`config.mk`:
```
export PLATFORM = sky130hd
export DESIGN_NAME = axi4_slave_arbiter
export DESIGN_NICKNAME = d
export VERILOG_FILES = /design/src/rtl/axi4_slave_arbiter.sv
export SDC_FILE = /design/constraint.sdc
export NUM_CORES = 1
export LEC_CHECK = 0
export CORE_AREA = 4 4 182 184
export DETAILED_ROUTE_END_ITERATION = 12
export DIE_AREA = 0 0 186 188
export DONT_BUFFER_PORTS = 1
export GPL_TIMING_DRIVEN = 0
export SETUP_SLACK_MARGIN = 0.15
export SYNTH_ARGS = -nofsm -noshare
export SYNTH_HDL_FRONTEND = slang
export SYNTH_SLANG_ARGS = --single-unit
```
`constraint.sdc`:
```
create_clock -name clk -period 1.7 [get_ports clk]
set_input_delay 0.085 -clock clk [delete_from_list [all_inputs] [get_ports clk]]
set_output_delay 0.085 -clock clk [all_outputs]
set_load 0.1 [all_outputs]
```
`src/rtl/axi4_slave_arbiter.sv`:
```
// Round-robin arbiter sharing one AXI4 slave port between masters m0 and m1.
// Optional grant statistics counters are enabled by defining ARB_STATS_EN.
module axi4_slave_arbiter #(
  parameter int unsigned ADDR_W = 32,
  parameter int unsigned DATA_W = 32,
  parameter int unsigned CNT_W  = 16
) (
  input  logic              clk,
  input  logic              reset_n,
  input  logic [ADDR_W-1:0] m0_awaddr,
  input  logic              m0_awvalid,
  output logic              m0_awready,
  input  logic [DATA_W-1:0] m0_wdata,
  input  logic              m0_wvalid,
  output logic              m0_wready,
  output logic              m0_bvalid,
  input  logic              m0_bready,
  input  logic [ADDR_W-1:0] m0_araddr,
  input  logic              m0_arvalid,
  output logic              m0_arready,
  output logic [DATA_W-1:0] m0_rdata,
  output logic              m0_rvalid,
  input  logic              m0_rready,
  input  logic [ADDR_W-1:0] m1_awaddr,
  input  logic              m1_awvalid,
  output logic              m1_awready,
  input  logic [DATA_W-1:0] m1_wdata,
  input  logic              m1_wvalid,
  output logic              m1_wready,
  output logic              m1_bvalid,
  input  logic              m1_bready,
  input  logic [ADDR_W-1:0] m1_araddr,
  input  logic              m1_arvalid,
  output logic              m1_arready,
  output logic [DATA_W-1:0] m1_rdata,
  output logic              m1_rvalid,
  input  logic              m1_rready,
  output logic [ADDR_W-1:0] s_awaddr,
  output logic              s_awvalid,
  input  logic              s_awready,
  output logic [DATA_W-1:0] s_wdata,
  output logic              s_wvalid,
  input  logic              s_wready,
  input  logic              s_bvalid,
  output logic              s_bready,
  output logic [ADDR_W-1:0] s_araddr,
  output logic              s_arvalid,
  input  logic              s_arready,
  input  logic [DATA_W-1:0] s_rdata,
  input  logic              s_rvalid,
  output logic              s_rready,
  output logic [CNT_W-1:0]  wr_gnt_cnt0,
  output logic [CNT_W-1:0]  wr_gnt_cnt1,
  output logic [CNT_W-1:0]  rd_gnt_cnt0,
  output logic [CNT_W-1:0]  rd_gnt_cnt1
);

  typedef enum logic [1:0] {WrIdle, WrXfer, WrResp} wr_state_e;
  typedef enum logic [1:0] {RdIdle, RdAddr, RdData} rd_state_e;

  wr_state_e wr_state_q, wr_state_d;
  rd_state_e rd_state_q, rd_state_d;
  // *_gnt: owning master index; *_rr: master preferred on the next tie
  logic wr_gnt_q, wr_gnt_d, wr_rr_q, wr_rr_d;
  logic aw_done_q, aw_done_d, w_done_q, w_done_d;
  logic rd_gnt_q, rd_gnt_d, rd_rr_q, rd_rr_d;
  logic wr_xfer, wr_resp, aw_hs, w_hs, b_hs;
  logic rd_addr, rd_data, rd_busy, ar_hs, r_hs;

  assign wr_xfer = (wr_state_q == WrXfer);
  assign wr_resp = (wr_state_q == WrResp);
  assign rd_addr = (rd_state_q == RdAddr);
  assign rd_data = (rd_state_q == RdData);
  assign rd_busy = (rd_state_q != RdIdle);

  // Write path forwarding
  assign s_awaddr   = wr_gnt_q ? m1_awaddr : m0_awaddr;
  assign s_wdata    = wr_gnt_q ? m1_wdata : m0_wdata;
  assign s_awvalid  = wr_xfer && !aw_done_q && (wr_gnt_q ? m1_awvalid : m0_awvalid);
  assign s_wvalid   = wr_xfer && !w_done_q && (wr_gnt_q ? m1_wvalid : m0_wvalid);
  assign s_bready   = wr_resp && (wr_gnt_q ? m1_bready : m0_bready);
  assign m0_awready = wr_xfer && !wr_gnt_q && !aw_done_q && s_awready;
  assign m1_awready = wr_xfer && wr_gnt_q && !aw_done_q && s_awready;
  assign m0_wready  = wr_xfer && !wr_gnt_q && !w_done_q && s_wready;
  assign m1_wready  = wr_xfer && wr_gnt_q && !w_done_q && s_wready;
  assign m0_bvalid  = wr_resp && !wr_gnt_q && s_bvalid;
  assign m1_bvalid  = wr_resp && wr_gnt_q && s_bvalid;
  assign aw_hs      = s_awvalid && s_awready;
  assign w_hs       = s_wvalid && s_wready;
  assign b_hs       = s_bready && s_bvalid;

  // Read path forwarding
  assign s_araddr   = rd_gnt_q ? m1_araddr : m0_araddr;
  assign s_arvalid  = rd_addr && (rd_gnt_q ? m1_arvalid : m0_arvalid);
  assign s_rready   = rd_data && (rd_gnt_q ? m1_rready : m0_rready);
  assign m0_arready = rd_addr && !rd_gnt_q && s_arready;
  assign m1_arready = rd_addr && rd_gnt_q && s_arready;
  assign m0_rvalid  = rd_data && !rd_gnt_q && s_rvalid;
  assign m1_rvalid  = rd_data && rd_gnt_q && s_rvalid;
  assign m0_rdata   = (rd_busy && !rd_gnt_q) ? s_rdata : '0;
  assign m1_rdata   = (rd_busy && rd_gnt_q) ? s_rdata : '0;
  assign ar_hs      = s_arvalid && s_arready;
  assign r_hs       = s_rvalid && s_rready;

  always_ff @(posedge clk or negedge reset_n) begin
    if (!reset_n) begin
      wr_state_q <= WrIdle;
      wr_gnt_q   <= 1'b0;
      wr_rr_q    <= 1'b0;
      aw_done_q  <= 1'b0;
      w_done_q   <= 1'b0;
      rd_state_q <= RdIdle;
      rd_gnt_q   <= 1'b0;
      rd_rr_q    <= 1'b0;
    end else begin
      wr_state_q <= wr_state_d;
      wr_gnt_q   <= wr_gnt_d;
      wr_rr_q    <= wr_rr_d;
      aw_done_q  <= aw_done_d;
      w_done_q   <= w_done_d;
      rd_state_q <= rd_state_d;
      rd_gnt_q   <= rd_gnt_d;
      rd_rr_q    <= rd_rr_d;
    end
  end

  always_comb begin
    wr_state_d = wr_state_q;
    wr_gnt_d   = wr_gnt_q;
    wr_rr_d    = wr_rr_q;
    aw_done_d  = aw_done_q;
    w_done_d   = w_done_q;
    unique case (wr_state_q)
      WrIdle: begin
        if (m0_awvalid || m1_awvalid) begin
          wr_gnt_d   = (m0_awvalid && m1_awvalid) ? wr_rr_q : m1_awvalid;
          aw_done_d  = 1'b0;
          w_done_d   = 1'b0;
          wr_state_d = WrXfer;
        end
      end
      WrXfer: begin
        if (aw_hs) aw_done_d = 1'b1;
        if (w_hs) w_done_d = 1'b1;
        if ((aw_done_q || aw_hs) && (w_done_q || w_hs)) wr_state_d = WrResp;
      end
      WrResp: begin
        if (b_hs) begin
          wr_state_d = WrIdle;
          wr_rr_d    = !wr_gnt_q;
        end
      end
      default: wr_state_d = WrIdle;
    endcase
  end

  always_comb begin
    rd_state_d = rd_state_q;
    rd_gnt_d   = rd_gnt_q;
    rd_rr_d    = rd_rr_q;
    unique case (rd_state_q)
      RdIdle: begin
        if (m0_arvalid || m1_arvalid) begin
          rd_gnt_d   = (m0_arvalid && m1_arvalid) ? rd_rr_q : m1_arvalid;
          rd_state_d = RdAddr;
        end
      end
      RdAddr: begin
        if (ar_hs) rd_state_d = RdData;
      end
      RdData: begin
        if (r_hs) begin
          rd_state_d = RdIdle;
          rd_rr_d    = !rd_gnt_q;
        end
      end
      default: rd_state_d = RdIdle;
    endcase
  end

`ifdef ARB_STATS_EN
  logic [3:0]       cnt_inc;
  logic [CNT_W-1:0] cnt_q [4];

  assign cnt_inc[0] = (wr_state_q == WrIdle) && (m0_awvalid || m1_awvalid) && !wr_gnt_d;
  assign cnt_inc[1] = (wr_state_q == WrIdle) && (m0_awvalid || m1_awvalid) && wr_gnt_d;
  assign cnt_inc[2] = (rd_state_q == RdIdle) && (m0_arvalid || m1_arvalid) && !rd_gnt_d;
  assign cnt_inc[3] = (rd_state_q == RdIdle) && (m0_arvalid || m1_arvalid) && rd_gnt_d;

  always_ff @(posedge clk or negedge reset_n) begin
    if (!reset_n) begin
      for (int i = 0; i < 4; i++) cnt_q[i] <= '0;
    end else begin
      for (int i = 0; i < 4; i++) begin
        if (cnt_inc[i] && (cnt_q[i] != '1)) cnt_q[i] <= cnt_q[i] + CNT_W'(1);
      end
    end
  end

  assign wr_gnt_cnt0 = cnt_q[0];
  assign wr_gnt_cnt1 = cnt_q[1];
  assign rd_gnt_cnt0 = cnt_q[2];
  assign rd_gnt_cnt1 = cnt_q[3];
`else
  assign wr_gnt_cnt0 = '0;
  assign wr_gnt_cnt1 = '0;
  assign rd_gnt_cnt0 = '0;
  assign rd_gnt_cnt1 = '0;
`endif

endmodule

```
# Yosys cells after proc, flatten, opt, wreduce, memory -nomap -nowiden
# Cells that the tools add are included.
word_totals:
  register_bits: 10
  input_bits: 241
  out_inout_bits: 239
  elab_cells: 104
op_classes:
  n_eq_ne: 12
  n_mux: 25
  reduce_logical: 59
ops:
  columns: ["operator", "count"]
  rows:
  - ["$mux 32", 5]
  - ["$logic_and 1x1->1", 39]
  - ["$mux 2", 6]
  - ["$ne 2x1->1 const B", 6]
  - ["$pmux 2 s3", 2]
  - ["$reduce_and 3->1", 4]
  - ["$mux 1", 10]
  - ["$reduce_and 2->1", 4]
  - ["$eq 2x1->1 const B", 2]
  - ["$eq 2x2->1 const B", 2]
  - ["$logic_not 1->1", 4]
  - ["$logic_not 2->1", 2]
  - ["$logic_or 1x1->1", 4]
  - ["$ne 2x2->1 const B", 2]
  - ["$pmux 1 s2", 2]
  - ["$reduce_bool 2->1", 2]

# Longest topological paths before layout
depth:
  word_depth: 8
  depth_mapped: 5
  ltp_nobuf: 3

# Worst setup path before layout
# OpenSTA, ideal clock, no wires.
synth_path:
  path_kind: "register -> output"
  startpoint: "register rd_gnt_q"
  endpoint: "output m0_arready"
  arrival_time_ps: 3819
  required_ps: 1615
  slack_ps: -2204
  path_stages_with_launch: 4
  n_path_buf: 2
  path_cell_list: "dfrtp_1 > buf_4 > buf_4 > nor4b_1"
synth_via:
  elab_chain_cells: 3
synth_rtl:
  columns: ["element", "line_no", "text"]
  rows:
  - ["from (decl)", "66", "logic rd_gnt_q, rd_gnt_d, rd_rr_q, rd_rr_d;"]
  - ["from (signal assigned)", "122", "rd_gnt_q <= rd_gnt_d;"]
  - ["$logic_not 1->1", "96", "assign m0_arready = rd_addr && !rd_gnt_q && s_arready;"]
  - ["$logic_and 1x1->1 (2 in series)", "96", null]
  - ["to (decl)", "20", "output logic m0_arready,"]
# Every way passes these cells.

# Worst setup path in the final report
# Same ends and word-level chain as after synthesis.

==> impl_results.md <==
- Biggest cell delay along the critical path: 1.09 ns
- Max Clock Freq: 486 MHz
- Number of library cell types mapped by synthesis: 32
- Data arrival time at the worst-slack endpoint: between 1.5 and 2 ns
- DRC violation count after routing: 0
- Area added between synthesis and finish: 94.0%
- GP Congestion: roughly 0.8
- Floorplan row count: 65
- Number of warnings reported in the yosys synthesis log: 0
- Hold-critical path depth: 2
- Post-synthesis compound-gate area fraction: under 10%
- Endpoint required time on the critical path: 1.62 ns
- Top library cells by usage in the layout, fill and taps aside: sky130_fd_sc_hd__mux2_4 (97), sky130_fd_sc_hd__buf_4 (87), sky130_fd_sc_hd__and2_4 (66)
- Detailed Routing Iterations Pass 1: 4
- Clock slew at reported path FFs: roughly 0.05 ns
- Total number of H-tree levels: 1
- TNS Setup: -15.61 ns
- Number of maximum-capacitance constraint violations: 0
- Vias post-DR: 2793
- Die height: 188 um
- Simple-gate area share of the yosys netlist: approximately 22%
- Multiplexer share of the synthesized area: 41.3%
- Fraction of final layout cells sized beyond drive strength 1: 75.6%
- Fraction of synthesized cell area in xor and xnor cells: 0%
- Number of instances in the synthesized netlist: 322
- Number of buffers between clock root and the deepest sink: 2
- Number of routed nets with antenna violations: 0
- Most common cell after layout, fill and taps aside: sky130_fd_sc_hd__mux2_4
- Clock network latency to the later pin of the worst-skew pair: 0.24 ns
- Die ar.: roughly 35000 um2
- Average wire per cell in the routed design: 18.3 um
- Crit path cell chain: buf_6 > buf_8 > nor4b_4
- Worst r2r path cells: 10
- Post-route setup slack: -0.359 ns
- Relative slew slack: 12.2%
- Non-Filler Instances: approximately 860
- CTS tree: yes
- Setup skew after layout: 0.000345 ns
- Worst Path Class, Setup: register to output port
- Chip width: 186 um
- Worst Setup End Kind: output port
- Share of Yosys cell area claimed by the top area cell type: ~40%
- DRC violation total after the first TritonRoute iteration: 109
- Overall fraction of global-route tracks in use: ~7.6%
- Failing checks: negative setup slack
- Total count of hold-check failures in the final report: 0
- Measured slew at the worst slew-check pin: 1.31 ns
- Pin count of the biggest net entering global routing: 11
- Congestion Overflow GR: 0
- Worst Setup Start Kind: register
- Largest family of logic cells by synthesized area: multiplexers
- Slew Limit Fails: 0
- Antenna violations before repair: 3
- Clock tree root buffer cell: sky130_fd_sc_hd__clkbuf_16
- Count of input and output buffers: 0
- Routed via count divided by cell count: 3.26
- Area share of fa/ha/maj cells after synthesis: 0%
- CP max stage cell: sky130_fd_sc_hd__nor4b_4
- Top-level port count: 480
- Fill cell count: 3450
- Sink count of the clock tree: 10
- Placed wire-length estimate after detailed placement: approximately 12 mm
- Cell total after placement: 787
- Flip-flop and latch count after synthesis: 10
- Sequential cell area fraction in the yosys report: 9.09%
- Crit Path Max Fanout: 2
- Initial standard-cell utilization of the core: 8.77%
- First-pass GRT wire length: 19.7 mm
- Unrepaired setup endpoints after global routing: true
- Core area: 31400 um2
- Average size of a mapped cell: 8.55 um2
- Share of the clock period used by the worst path: 121%
- Vias in the first global route: 3000
- Kind of path behind the tightest hold check: primary input to register
- Min Clock Period, post-route: a little over 2 ns
- Antenna Diode Count: 0
- Netlist area before placement: approximately 2800 um2
- Biggest area contributors in the synthesized netlist: sky130_fd_sc_hd__mux2_2 (40%), sky130_fd_sc_hd__buf_4 (20%), sky130_fd_sc_hd__and2_1 (15%)
- Sum of routed wire length over all layers: 15.6 mm
- NumNets Final: between 600 and 700
- Result of the run: finished with violations
- Number of clock buffers inserted by TritonCTS: 3
- Cell type with the largest total area after synthesis: sky130_fd_sc_hd__mux2_2
- # setup viols final: 114
-- registers in the layout, indices dropped and copies added, names as in the netlist --
name        flops
rd_state_q      2
wr_state_q      2
aw_done_q       1
rd_gnt_q        1
rd_rr_q         1
w_done_q        1
wr_gnt_q        1
wr_rr_q         1
-- final timing paths --
path | startpoint | to | slack (ns)
setup / recovery | rd_gnt_q$_DFFE_PN0P_ | m0_arready | -0.36
hold / removal | m1_awvalid | wr_gnt_q$_DFFE_PN0P_ | 0.01
setup reg to reg | wr_gnt_q$_DFFE_PN0P_ | wr_gnt_q$_DFFE_PN0P_ | 0.11
hold reg to reg | rd_rr_q$_DFFE_PN0P_ | rd_rr_q$_DFFE_PN0P_ | 0.51
max in group asynchronous | reset_n | rd_state_q[0]$_DFFE_PN0P_ | 0.92
min in group asynchronous | reset_n | wr_gnt_q$_DFFE_PN0P_ | 0.32
-- kinds of logic (layout without fill, tap and decap cells) --
| kind of cell | Yosys count | after routing |
|---|---|---|
| buffers and inverters | 90 | 160 |
| and+or+nand+nor | 103 | 103 |
| muxes | 101 | 101 |
| DFF | 10 | 10 |
| AOI/OAI and AO/OA | 17 | 17 |
| other | 1 | 64 |
-- synthesized netlist by cell type --
cell and instances:
sky130_fd_sc_hd__clkbuf_2 7, sky130_fd_sc_hd__nor3_1 6, sky130_fd_sc_hd__conb_1 1, sky130_fd_sc_hd__a221o_1 1, sky130_fd_sc_hd__mux2_2 97, sky130_fd_sc_hd__nor2_2 1, sky130_fd_sc_hd__o21a_1 1, sky130_fd_sc_hd__and2_1 65
sky130_fd_sc_hd__buf_4 74, sky130_fd_sc_hd__nor2_1 11, sky130_fd_sc_hd__o31ai_1 2, sky130_fd_sc_hd__and3_1 3, sky130_fd_sc_hd__nand2_1 7, sky130_fd_sc_hd__nor4b_1 2, sky130_fd_sc_hd__a21oi_1 2, sky130_fd_sc_hd__o21ai_1 1
sky130_fd_sc_hd__o211ai_1 1, sky130_fd_sc_hd__nor3b_1 1, sky130_fd_sc_hd__mux2i_1 3, sky130_fd_sc_hd__dfrtp_1 10, sky130_fd_sc_hd__and2_2 1, sky130_fd_sc_hd__and2b_2 1, sky130_fd_sc_hd__inv_1 6, sky130_fd_sc_hd__nor3b_2 2
sky130_fd_sc_hd__mux2_4 1, sky130_fd_sc_hd__buf_6 1, sky130_fd_sc_hd__o21ai_0 3, sky130_fd_sc_hd__nand3b_1 2, sky130_fd_sc_hd__a222oi_1 1, sky130_fd_sc_hd__nand2_2 1, sky130_fd_sc_hd__buf_2 2, sky130_fd_sc_hd__a31oi_1 5
-- stage by stage --
stage | setup WS, ns | area [um2] | hold WS [ns] | utilization (%)
global placement | -0.325 | 3680 | -0.208 | 11.7
CTS | -0.367 | 5160 | 0.00615 | 16.4
finish | -0.359 | 5340 | 0.0140 | 17.0
detailed placement | -0.333 | 3680 | -0.208 | 11.7
global route | -0.410 | 5340 | 0.0220 | 17.0
floorplan | -0.139 | 3180 | -0.211 | -
-- area by class of cell --
| cell class | count | area, um2 | area share [%] |
|---|---|---|---|
| Buffer | 84 | 773 | 14.5 |
| Tap cell | 402 | 503 | 9.42 |
| Multi-Input combinational cell | 285 | 2810 | 52.6 |
| Timing Repair Buffer | 66 | 887 | 16.6 |
| Clock buffer | 4 | 88.8 | 1.66 |
| Sequential cell | 10 | 253 | 4.73 |
| Inverter | 6 | 28.8 | 0.539 |
-- repair_timing --
| action | 4_1_cts | 5_1_grt |
|---|---|---|
| setup buffers | 38 | 12 |
| cloned | 12 | 0 |
| setup endpoints to repair | 167 | 173 |
| gates resized for setup | 247 | 22 |
| hold buffers | 4 | 0 |
| endpoints found under the hold margin | 12 | 0 |
| pin swaps | 70 | 13 |
-- critical path: cells and delay by family, from the launching register on --
kind	cells	cell delay (ns)
simple gates	1	1.09
flops	1	0.39
buf+inv	2	0.25
-- routing by layer --
metal  track usage [%]  up-vias  part of all wire, %
li1                  -     1236                    -
met1              6.95     1276                   31
met2              16.1      261                   58
met3              2.11       14                  9.7
met4              1.23        6                 0.71
met5                 0        -                 0.26
Power is not shown: default switching activity piles up to over one toggle a cycle in this logic, so the estimate is an artifact.
